<file path="src/rtl/mem_port_arbiter.sv">
// mem_port_arbiter
// Shares one line-wide backing-memory port between the I-cache and D-cache
// miss paths. One transaction at a time: IDLE -> ISSUE -> WAIT -> DONE.
// Optional build macro MEM_ARB_RR_EN selects round-robin arbitration;
// without it, D has fixed priority bounded by a starvation limit for I.
module mem_port_arbiter #(
    parameter int ADDR_W       = 32,
    parameter int LINE_W       = 128,
    parameter int STARVE_LIMIT = 4
) (
    input  logic              clk,
    input  logic              reset,
    input  logic              in_icache_req,
    input  logic              in_icache_we,
    input  logic [ADDR_W-1:0] in_icache_addr,
    input  logic [LINE_W-1:0] in_icache_wdata,
    output logic [LINE_W-1:0] out_icache_rdata,
    output logic              out_icache_ready,
    input  logic              in_dcache_req,
    input  logic              in_dcache_we,
    input  logic [ADDR_W-1:0] in_dcache_addr,
    input  logic [LINE_W-1:0] in_dcache_wdata,
    output logic [LINE_W-1:0] out_dcache_rdata,
    output logic              out_dcache_ready,
    output logic              out_mem_read_en,
    output logic              out_mem_write_en,
    output logic [ADDR_W-1:0] out_mem_addr,
    output logic [LINE_W-1:0] out_mem_wdata,
    input  logic [LINE_W-1:0] in_mem_rdata,
    input  logic              in_mem_ready,
    output logic [1:0]        out_grant
);

    localparam logic [1:0] S_IDLE  = 2'd0;
    localparam logic [1:0] S_ISSUE = 2'd1;
    localparam logic [1:0] S_WAIT  = 2'd2;
    localparam logic [1:0] S_DONE  = 2'd3;

    // Clears the byte-offset bits so the memory always sees a line address.
    localparam logic [ADDR_W-1:0] LINE_MASK = ~ADDR_W'(4'hF);

    logic [1:0]        state;
    logic              owner_d;     // 1 = D-cache owns the port, 0 = I-cache
    logic              lat_we;
    logic [ADDR_W-1:0] lat_addr;
    logic [LINE_W-1:0] lat_wdata;
    logic [LINE_W-1:0] rdata_i;
    logic [LINE_W-1:0] rdata_d;
    logic              any_req;
    logic              pick_d;

`ifdef MEM_ARB_RR_EN
    logic rr_last_d;                // side granted most recently (1 = D)
`else
    localparam int CNT_W = $clog2(STARVE_LIMIT + 1);
    localparam logic [CNT_W-1:0] STARVE_MAX = CNT_W'(STARVE_LIMIT);
    logic [CNT_W-1:0] starve_cnt;   // consecutive D grants while I waited
`endif

    // Winner selection among the current requests (only consumed in IDLE).
    always_comb begin
        // NOTE: every always_comb output gets a default first, so no path can leave it unassigned and infer a latch.
        pick_d  = 1'b0;
        any_req = in_icache_req | in_dcache_req;
`ifdef MEM_ARB_RR_EN
        pick_d  = in_dcache_req & (~in_icache_req | ~rr_last_d);
`else
        pick_d  = in_dcache_req & (~in_icache_req | (starve_cnt != STARVE_MAX));
`endif
    end

    // Transaction FSM: latch the winner's request, issue, wait, complete.
    always_ff @(posedge clk or posedge reset) begin
        // NOTE: sequential state uses non-blocking assignments so every register samples pre-edge values.
        if (reset) begin
            state     <= S_IDLE;
            owner_d   <= 1'b0;
            lat_we    <= 1'b0;
            lat_addr  <= '0;
            lat_wdata <= '0;
            // NOTE: the line registers are plain flops (not a RAM), so they are reset to keep outputs at 0.
            rdata_i   <= '0;
            rdata_d   <= '0;
        end else begin
            case (state)
                S_IDLE: begin
                    if (any_req) begin
                        owner_d   <= pick_d;
                        lat_we    <= pick_d ? in_dcache_we    : in_icache_we;
                        lat_addr  <= (pick_d ? in_dcache_addr : in_icache_addr) & LINE_MASK;
                        lat_wdata <= pick_d ? in_dcache_wdata : in_icache_wdata;
                        state     <= S_ISSUE;
                    end
                end
                S_ISSUE: state <= S_WAIT;
                S_WAIT: begin
                    if (in_mem_ready) begin
                        if (!lat_we) begin
                            if (owner_d) rdata_d <= in_mem_rdata;
                            else         rdata_i <= in_mem_rdata;
                        end
                        state <= S_DONE;
                    end
                end
                S_DONE:  state <= S_IDLE;
                default: state <= S_IDLE;
            endcase
        end
    end

`ifdef MEM_ARB_RR_EN
    // Round-robin history: remember which side won the latest grant.
    always_ff @(posedge clk or posedge reset) begin
        if (reset) begin
            rr_last_d <= 1'b1;
        end else if (state == S_IDLE && any_req) begin
            rr_last_d <= pick_d;
        end
    end
`else
    // Starvation counter: counts D grants that bypass a waiting I request.
    always_ff @(posedge clk or posedge reset) begin
        if (reset) begin
            starve_cnt <= '0;
        end else if (!in_icache_req) begin
            starve_cnt <= '0;
        end else if (state == S_IDLE) begin
            if (pick_d) starve_cnt <= starve_cnt + 1'b1;
            else        starve_cnt <= '0;
        end
    end
`endif

    // Memory-side strobes last exactly the ISSUE cycle; address/data held from the latch.
    assign out_mem_read_en  = (state == S_ISSUE) & ~lat_we;
    assign out_mem_write_en = (state == S_ISSUE) &  lat_we;
    assign out_mem_addr     = lat_addr;
    assign out_mem_wdata    = lat_wdata;

    // Completion routed only to the owner; grant is one-hot {D,I} outside IDLE.
    assign out_icache_ready = (state == S_DONE) & ~owner_d;
    assign out_dcache_ready = (state == S_DONE) &  owner_d;
    assign out_icache_rdata = rdata_i;
    assign out_dcache_rdata = rdata_d;
    assign out_grant        = (state == S_IDLE) ? 2'b00 : {owner_d, ~owner_d};

endmodule

</file>
<file path="config.mk">
export PLATFORM = sky130hd
export DESIGN_NAME = mem_port_arbiter
export DESIGN_NICKNAME = d
export VERILOG_FILES = /design/src/rtl/mem_port_arbiter.sv
export SDC_FILE = /design/constraint.sdc
export NUM_CORES = 1
export LEC_CHECK = 0
export ABC_AREA = 1
export CAP_MARGIN = 20
export CORE_AREA = 2 2 341 343
export DETAILED_ROUTE_END_ITERATION = 8
export DIE_AREA = 0 0 343 345
export GPL_TIMING_DRIVEN = 0
export PLACE_DENSITY_LB_ADDON = 0.25
export SYNTH_ARGS = -nofsm -noshare
export SYNTH_HDL_FRONTEND = slang
export SYNTH_SLANG_ARGS = --single-unit
export TNS_END_PERCENT = 30
</file>
<file path="constraint.sdc">
create_clock -name clk -period 22.4 [get_ports clk]
set_input_delay 3.36 -clock clk [delete_from_list [all_inputs] [get_ports clk]]
set_output_delay 3.36 -clock clk [all_outputs]
set_load 0.005 [all_outputs]
</file>
[Yosys cells after proc, flatten, opt, wreduce, memory -nomap -nowiden]
Cells that the tools add are included.
Widths: inputs -> output; s select.
Cells by class
  equal/unequal tests: 7
  reductions and logical operators: 5
  bitwise logic cells: 10
  add/subtract/negate cells: 1
  multiplexer cells: 10
Operators by type and width (count)
  $mux 128: 1
  $mux 32: 1
  $mux 3: 3
  $pmux 2 s4: 1
  $reduce_and 4->1: 2
  $mux 2: 3
  $and 1x1->1: 5
  $eq 2x2->1 const B: 2
  $ne 2x2->1 const B: 2
  $reduce_and 2->1: 2
  $add 3x1->3 const B: 1
  $ne 3x3->1 const B: 1
  $not 1->1: 3
  $eq 2x1->1 const B: 1
  $logic_not 2->1: 1
  $ne 2x1->1 const B: 1
  $or 1x1->1: 2
  $mux 1: 1
Word-level totals
  logic and storage cells: 41
  output and inout bits: 422
  bits in registers: 419
  input bits: 455

[Depth between registers and ports, before layout]
Gate-level depths: netlist (run 1).
  depth after elaboration: 6
  mapped depth: 9
  mapped depth without buffers: 8

[Least setup slack after synthesis (run 1)]
No wires, ideal clock.
  path kind: input port to flip-flop
  from: input port in_dcache_req
  to: register lat_we
  path slack: 18.041 ns
  buffers on the path: 3
  cell stages on the path: 8
  data required time: 22.282 ns
  library setup time: 0.118 ns
  arrival: 4.241 ns
  path through: buf_2 -> inv_2 -> a21oi_4 -> inv_2 -> buf_4 -> clkbuf_1 -> nand2_1 -> nand2_1
On the way
  longest elaborated chain between the ends: 2
  elaborated cells on any way between the ends: 4
  those cells by class: mux: 1; bitwise: 2; reduce/logical: 1
Ends and longest elaborated chain
  start: declaration: line 19  | input logic in_dcache_req,
  $and 1x1->1 or $or 1x1->1 (tied branches): line 68, 64
  $mux 1 or $reduce_and 2->1 (tied branches)
  end signal: assignment: line 89  | lat_we <= pick_d ? in_dcache_we : in_icache_we;
  end: declaration: line 44  | logic lat_we;
Several ways; a longest one is shown, not always the timed one.
A chain may end at the register's enable or synchronous reset.

[Worst setup path in the final report (run 1)]
  from: register state[1]
  to: output port out_mem_read_en
On the way
  longest elaborated chain between the ends: 2
Ends and longest elaborated chain
  start: declaration: line 42  | logic [1:0] state;
  start signal: assignment: line 76  | state <= S_IDLE;
  start signal: assignment: line 92  | state <= S_ISSUE;
  start signal: assignment: line 95  | S_ISSUE: state <= S_WAIT;
  $eq 2x1->1: line 135  | assign out_mem_read_en = (state == S_ISSUE) & ~lat_we;
  $and 1x1->1: line 135
  end: declaration: line 25  | output logic out_mem_read_en,
Every way passes these cells.

==> results of run 1 <==
cells in the final DEF, fill, tap and decap left out, drive strengths merged:
| cell | count |
|---|---|
| clkbuf | 150 |
| buf | 79 |
| o21ai | 259 |
| dfrtp | 419 |
| o22ai | 1 |
| inv | 463 |
| clkinv | 9 |
| diode | 6 |
| bufinv | 6 |
| ha | 7 |
| a21oi | 1 |
| nand3 | 322 |
| nor2 | 7 |
| nand4 | 1 |
| nand2 | 741 |
| conb | 4 |
| clkdlybuf4s50 | 863 |
| or2 | 1 |
final timing paths:
| kind | startpoint | end | slack [ns] | cells after the start |
|---|---|---|---|---|
| max | state[1] | out_mem_read_en | 16.93 | 5 |
| min | out_mem_wdata[105] | out_mem_wdata[105] | 0.47 | 2 |
| min in group asynchronous | reset | out_dcache_rdata[88] | 3.29 | 2 |
| max in group asynchronous | reset | out_dcache_rdata[127] | 17.96 | 3 |
| min reg2reg | out_mem_wdata[105] | out_mem_wdata[105] | 0.47 | 2 |
| max reg2reg | state[0] | out_icache_rdata[96] | 19.60 | 8 |
per-layer routing:
layer  share of wire [%]  vias to the layer above
li1                    -                     9053
met2                  48                      672
met4                 4.0                       10
met3                 8.1                      146
met1                  40                     8901
met5               0.065                        -
layout make-up:
class	instances	area share, %
Buffer	146	2.10
Multi-Input combinational cell	1344	18.7
Sequential cell	419	33.5
Clock buffer	80	5.11
Antenna cell	6	0.0480
Inverter	460	5.55
Tap cell	1524	6.10
Timing Repair Buffer	866	27.9
Clock inverter	18	0.932
state kept, by name, summed over array words and instances, names as in the netlist:
register and count:
lat_we 1, out_dcache_rdata 128, out_icache_rdata 128, out_mem_addr 28, out_mem_wdata 128, owner_d 1, starve_cnt 3, state 2
stage by stage:
stage / util [%] / area [µm²] / std cells
4_1_cts: 27.2 / 31300 / 4857
6_report: 27.2 / 31300 / 4863
3_3_place_gp: 25.4 / 29300 / 4756
5_1_grt: 27.2 / 31300 / 4858
3_5_place_dp: 25.5 / 29400 / 4759
2_1_floorplan: - / 18700 / 2369
report_power, final:
part           internal, mW  switching (mW)  total, mW
clock                 0.563           0.369      0.933
sequential             1.13           0.211       1.34
combinational         0.894           0.789       1.68
total                  2.59            1.37       3.95
cells by family (layout without fill, tap and decap cells):
group,count (synthesis),after routing,synth area share (%)
simple gates,1072,1072,23.7
buf+inv,606,1570,12.7
flops,419,419,56.0
compound gates,261,261,7.05
fa+ha+maj,7,7,0.468
other cells,1,10,0.0200
worst max-delay path, delay by kind of cell, from the launching register on:
family	cells	cell delay (ns)
AND/OR/NAND/NOR	1	0.11
flip-flops	1	0.41
adder cells (fa/ha/maj)	1	0.18
buffers and inverters	3	0.79
==> impl_metrics.yaml, run 1 <==
setup_path:
  critPathMostFrequentCell: "inv_1"
  cp_slowest_cell: "clkdlybuf4s50_1"
  slowest_delay_ns: 0.63
  worstSetupStartpointType: "flip-flop"
  cp-end-kind: "primary output"
  crit_path_cell_trace: "inv_1 -> ha_1 -> inv_1 -> nor2_1 -> clkdlybuf4s50_1"
  worstPathArrival_ns: 2.11
  path_class: "reg2out"
  worstPathRequired_ns: 19.04
  cp_max_fo: 4
placed_design:
  routabilityCongestion: 0.868
  numPortBuffers: 863
  dpl_worst_slack_ns: 16.48
  dp_hpwl_mm: 75.1
floorplan:
  start_util_pct: 16.3
  die_y_um: 345
  io_pins: 877
  rows: 125
  coreArea_um2: 115000
  die_area_um2: 118000
  die_w_um: 343
clocking:
  clk_latency_ns: 0.64
  root_buffer: "clkbuf_16"
  h-tree-depth: 2
  clkSinkCount: 419
  clock_path_buffers: 3
  numCtsBuffers: 54
  cts.clk_slew.worst_paths_ns: 0.06
  post_cts_buffers: 0
  cts_tree: "done"
  ctsHoldBuffers: 0
  cts-resized-gates: 0
logic_synthesis:
  synth_commonest_cells: "nand2_1, inv_1, dfrtp_1, nand3_1, o21ai_0"
  synth_area_leaders: "dfrtp_1, nand2_1, inv_1"
  yosysUniqueCellTypes: 18
  yosysWarnings: 0
  ys.flop_type: "dfrtp_1"
  synth.top_cell.area_share_pct: 56.0
  synth_area_leader_cell: "dfrtp_1"
  syn_avg_cell_area_um2: 7.91
  synth_cells: 2366
  synthArstFlopShare_pct: 100
  yosysMostFrequentCell: "nand2_1"
  synth_area_um2: 18700
  synth_enable_flop_cells: 0
  synth-seq-area-share_pct: 56.0
  synth-seq-cells: 419
timing:
  worstMarginPinSlew_ns: 1.08
  whs_ns: 0.474
  finalCriticalPeriod_ns: 5.47
  hold_viol_final: 0
  setup_viol: 0
  fin_crit_sh_pct: 24.4
  fmax_ghz: 0.183
  slew_violations: 0
  skew_ns: 0.0160
  setup_ws_ns: 16.93
  max_slew_margin_pct: 28.3
  fin_tns_setup_ns: 0
  rsz0062_at_grt: "false"
power:
  power_mw: 3.95
  ir_drop_uv: 54.3
  p_per_area_nw_per_um2: 126
  p_leak_nw: 15.4
drt:
  wirelength_mm: 94.0
  via_count: 18800
  dr.pass1.iters: 5
  vias_per_cell: 3.86
  wl_per_cell_um: 19.3
  ant_nets: 0
  drcViolationCount: 0
  drt_iter0_markers: 920
global_route:
  first_global_vias: 19100
  antenna_found_initial: 14
  gr-usage-met2_pct: 26.3
  gr-usage-met3_pct: 4.67
  track_usage_pct: 15.4
  grt_max_degree: 112
  grt_pass1_wl_mm: 134
  overflow: 0
  met1_usage_pct: 18.0
  grt-busiest-layer: "met2"
final_layout:
  nets: 3753
  nFillCells: 12700
  drive_gt1_share_pct: 4.83
  syn_to_final_growth_pct: 67.1
  multiInputGateArea_um2: 5860
  seq_area_um2: 10500
status:
  outcome: "finished clean"
job:
  cap_violations: 0
min_path:
  hold_class: "reg2reg"
(Power assumes the default switching activity.)
==> run 2: changes to the inputs <==
CORE_AREA = 2 2 339 341   (was 2 2 341 343)
DIE_AREA = 0 0 341 343   (was 0 0 343 345)
clock period = 4.8 ns   (was 22.4 ns; I/O delays follow)
==> impl_metrics.yaml, run 2 (synthesis gave the netlist of run 1 again) <==
timing:
  rsz0062_at_grt: "false"
  worstMarginPinSlew_ns: 1.02
  max_slew_margin_pct: 32.0
  slew_violations: 0
  whs_ns: 0.476
  fin_crit_sh_pct: 58.1
  hold_viol_final: 0
  skew_ns: 0.0227
  finalCriticalPeriod_ns: 2.79
  fmax_ghz: 0.359
  setup_viol: 0
clocking:
  clk_latency_ns: 0.63
  clock_path_buffers: 3
  h-tree-depth: 2
  cts_tree: "done"
  cts-resized-gates: 0
  clkSinkCount: 419
  ctsHoldBuffers: 0
  numCtsBuffers: 54
  cts.clk_slew.worst_paths_ns: 0.06
  root_buffer: "clkbuf_16"
  post_cts_buffers: 0
final_layout:
  syn_to_final_growth_pct: 67.0
  layout_commonest_cell: "clkdlybuf4s50_1"
  drive_gt1_share_pct: 4.94
  nets: 3762
  final_util_pct: 27.6
  nFillCells: 12400
  final_cell_mix: "clkdlybuf4s50_1, nand2_1, inv_1, dfrtp_1, nand3_1"
power:
  p_leak_nw: 15.4
  seq_power_share_pct: 34.5
  p_sw_share_pct: 34.6
  ir_drop_uv: 247
  p_switching_mw: 6.26
  p_clk_share_pct: 22.6
  p_comb_share_pct: 42.9
  p_per_area_nw_per_um2: 579
  intPower_mw: 11.8
floorplan:
  die_area_um2: 117000
  io_pins: 877
  die_w_um: 341
  start_util_pct: 16.5
  coreArea_um2: 113000
  die_y_um: 343
  rows: 124
placed_design:
  numPortBuffers: 863
  dp_hpwl_mm: 74.5
  routabilityCongestion: 0.857
drt:
  wirelength_mm: 92.7
  drt_iter0_markers: 975
  wl_per_cell_um: 19.1
  dr.pass1.iters: 5
  via_count: 18700
  vias_per_cell: 3.85
  ant_nets: 0
  drcViolationCount: 0
global_route:
  grt_pass1_wl_mm: 132
  grt_max_degree: 41
  track_usage_pct: 15.3
  antenna_found_initial: 7
  first_global_vias: 19200
  overflow: 0
setup_path:
  worstPathRequired_ns: 4.08
  slowest_delay_ns: 0.57
  critical_path.startpoint: "state[0]"
  cp-end-kind: "primary output"
  cp_max_fo: 5
  worstPathArrival_ns: 2.07
  path_class: "reg2out"
  crit_path_cell_trace: "inv_1 -> ha_1 -> nor2_1 -> clkdlybuf4s50_1"
  cp_slowest_cell: "clkdlybuf4s50_1"
  reg2reg_from: "state[0]"
  worstSetupStartpointType: "flip-flop"
min_path:
  hold_class: "reg2reg"
  hp-start: "out_mem_wdata[26]"
job:
  cap_violations: 0
status:
  outcome: "finished clean"
run 2: cell types whose count changed in the layout (fill, tap and decap cells not counted), moves of 3 or more:
| cell | change |
|---|---|
| clkbuf_8 | -5 |
| buf_16 | -3 |
| diode_2 | -3 |
| clkbuf_1 | +5 |
| clkinvlp_4 | +3 |
| bufinv_16 | -4 |
| buf_12 | +12 |
run 2: layout make-up:
| cell class | count | area, µm² | area share, % |
|---|---|---|---|
| Sequential cell | 419 | 10500 | 33.5 |
| Timing Repair Buffer | 875 | 8880 | 28.4 |
| Multi-Input combinational cell | 1344 | 5860 | 18.7 |
| Tap cell | 1512 | 1890 | 6.05 |
| Inverter | 460 | 1730 | 5.54 |
| Clock buffer | 81 | 1570 | 5.04 |
| Buffer | 146 | 658 | 2.11 |
| Clock inverter | 17 | 170 | 0.544 |
| Antenna cell | 3 | 7.51 | 0.0240 |
run 2: worst paths after layout:
kind	end	cells after the start	slack (ns)
worst max register to register	out_dcache_rdata[97]	9	2.05
min in group asynchronous	out_mem_wdata[7]	2	0.59
worst max-delay path	out_grant[1]	4	2.01
worst min register to register	out_mem_wdata[26]	2	0.48
max in group asynchronous	out_dcache_rdata[96]	6	2.73
worst min-delay path	out_mem_wdata[26]	2	0.48
run 2: power by group through the flow:
| stage | combinational, mW | sequential, mW | clock, mW |
|---|---|---|---|
| floorplan | 2.33 | 6.33 | 0 |
| global placement | 7.93 | 6.28 | 0 |
| detailed placement | 7.98 | 6.29 | 0 |
| CTS | 8.00 | 6.26 | 4.26 |
| global route | 8.56 | 6.46 | 4.37 |
| finish | 7.76 | 6.25 | 4.08 |
run 2: per-layer routing:
layer	vias up	GRT usage, %	wire length, µm
met5	-	0	27
met4	4	3.80	2180
met3	118	4.69	7140
met2	632	27.4	46600
met1	8883	17.8	36800
li1	9065	-	-
run 2: critical path: cells and delay by family, from the launching register on:
kind                       cells  cell delay (ns)
adders and majority gates      1             0.27
and+or+nand+nor                1             0.12
buffers and inverters          2             0.67
DFF                            1             0.39
run 2: through the flow:
stage | power [mW] | cell area, µm² | std cells | TNS [ns] | setup WS (ns)
6_report | 18.1 | 31300 | 4857 | 0 | 2.01
5_1_grt | 19.4 | 31200 | 4854 | 0 | 1.82
4_1_cts | 18.5 | 31200 | 4854 | 0 | 1.93
3_5_place_dp | 14.3 | 29500 | 4756 | 0 | 1.60
3_3_place_gp | 14.2 | 29300 | 4744 | -2238.48 | -5.40
2_1_floorplan | 8.66 | 18700 | 2369 | -658.47 | -1.57
==> run 3: changes to the inputs <==
CORE_AREA = 2 2 342 344   (was 2 2 339 341)
DIE_AREA = 0 0 344 346   (was 0 0 341 343)
clock period = 2.6 ns   (was 4.8 ns; I/O delays follow)
==> impl_metrics.yaml, run 3 (synthesis gave the netlist of run 1 again) <==
status:
  outcome: "finished clean"
placed_design:
  routabilityCongestion: 0.849
  numPortBuffers: 863
  dp_hpwl_mm: 73.1
timing:
  worstMarginPinSlew_ns: 0.919
  rsz0062_at_grt: "true"
  fmax_ghz: 0.406
  hold_viol_final: 0
  setup_viol: 0
  finalCriticalPeriod_ns: 2.46
  fin_crit_sh_pct: 94.8
  whs_ns: 0.110
  slew_violations: 0
  max_slew_margin_pct: 38.7
  skew_ns: 0.0263
setup_path:
  reg2reg_to: "out_dcache_rdata[47]"
  cp_max_fo: 10
  path_class: "reg2reg"
  reg2reg_from: "state[0]"
  worstPathRequired_ns: 3.06
  worstPathArrival_ns: 2.93
  reg2reg_slack_ns: 0.14
  worstSetupStartpointType: "flip-flop"
  cp-end-kind: "flip-flop"
  r2r.worst_path.cells: 8
drt:
  wirelength_mm: 91.0
  wl_per_cell_um: 18.7
  drcViolationCount: 0
  drt_iter0_markers: 783
  wl_met2_mm: 45.1
  wl_met3_mm: 7.91
  top_layer: "met5"
  ant_nets: 0
  wl_met1_mm: 35.4
  via_count: 18700
  vias_per_cell: 3.83
  dr.pass1.iters: 5
floorplan:
  coreArea_um2: 115000
  die_y_um: 346
  die_area_um2: 119000
  rows: 125
  io_pins: 877
  start_util_pct: 16.2
  die_w_um: 344
global_route:
  track_usage_pct: 14.8
  grt_max_degree: 38
  first_global_vias: 19000
  antenna_found_initial: 10
  overflow: 0
  grt_pass1_wl_mm: 130
clocking:
  cts.clk_slew.worst_paths_ns: 0.06
  clk_latency_ns: 0.64
  numCtsBuffers: 53
  clkSinkCount: 419
  root_buffer: "clkbuf_16"
  h-tree-depth: 2
  clock_path_buffers: 3
  cts_tree: "done"
final_layout:
  layout_commonest_cell: "clkdlybuf4s50_1"
  final_util_pct: 27.1
  final_cell_mix: "clkdlybuf4s50_1, nand2_1, inv_1, dfrtp_1, nand3_1"
  syn_to_final_growth_pct: 67.4
  nets: 3762
  drive_gt1_share_pct: 5.35
  nFillCells: 12600
power:
  ir_drop_uv: 420
  p_leak_nw: 15.5
  p_per_area_nw_per_um2: 1060
job:
  cap_violations: 0
min_path:
  hold_class: "in2async"
## run 3: metrics by stage
| step | setup WS, ns | std cells | setup TNS (ns) | area [µm²] | power [mW] |
|---|---|---|---|---|---|
| final | 0.136 | 4871 | 0 | 31300 | 33.3 |
| after global routing | -0.0210 | 4870 | -0.0652 | 31300 | 35.7 |
| after CTS | 0.000330 | 4867 | 0 | 31300 | 34.0 |
| after detailed placement | -0.226 | 4769 | -3.59 | 29500 | 26.2 |
| after global placement | -7.29 | 4756 | -3004.58 | 29300 | 26.1 |
| after floorplan | -3.44 | 2369 | -1442.00 | 18700 | 16.0 |
## run 3: how the worst max path moves through the flow
stage	start	endpoint	slack (ns)	cells after the start
2_1_floorplan	reset	lat_we	-3.44	1
3_3_place_gp	reset	out_icache_rdata[96]	-7.29	2
3_5_place_dp	in_icache_req	out_mem_wdata[16]	-0.23	7
4_1_cts	state[0]	out_icache_rdata[96]	0.0003	8
5_1_grt	state[0]	out_dcache_rdata[99]	-0.02	8
6_report	state[0]	out_dcache_rdata[47]	0.14	8
## run 3: where the power goes
part	switching [mW]	internal, mW	total [mW]	leakage [nW]
clock network	3.10	4.38	7.48	0.864
logic	6.54	7.73	14.3	9.39
registers	1.83	9.72	11.6	5.22
## run 3: cell type report
cell class                      instances  area, µm²  share of cell area, %
Antenna cell                            4       10.0                 0.0320
Buffer                                146        677                   2.16
Clock buffer                           82       1580                   5.03
Clock inverter                         16        175                  0.559
Inverter                              460       1730                   5.52
Multi-Input combinational cell       1344       5860                   18.7
Sequential cell                       419      10500                   33.5
Tap cell                             1524       1910                   6.09
Timing Repair Buffer                  876       8900                   28.4
## run 3: layer usage
metal / global-route usage, % / up-vias
met5: 0 / -
li1: - / 9068
met3: 4.81 / 117
met1: 16.8 / 8830
met4: 4.26 / 6
met2: 26.0 / 659
## run 3: worst max-delay path: stages (launching register included)
cell,delay (ns)
dfrtp_1,0.39
inv_1,0.10
ha_1,0.21
inv_1,0.06
nor2_1,0.05
nand3_1,0.31
buf_2,0.41
clkbuf_1,0.55
o21ai_0,0.21
## run 3: timing repair
item                                    CTS  global route
endpoints found under the setup margin   14            89
hold buffers                              0             0
setup buffers                             0             0
endpoints found under the hold margin     0             0
cloned                                    0             0
gates resized for setup                   3            23
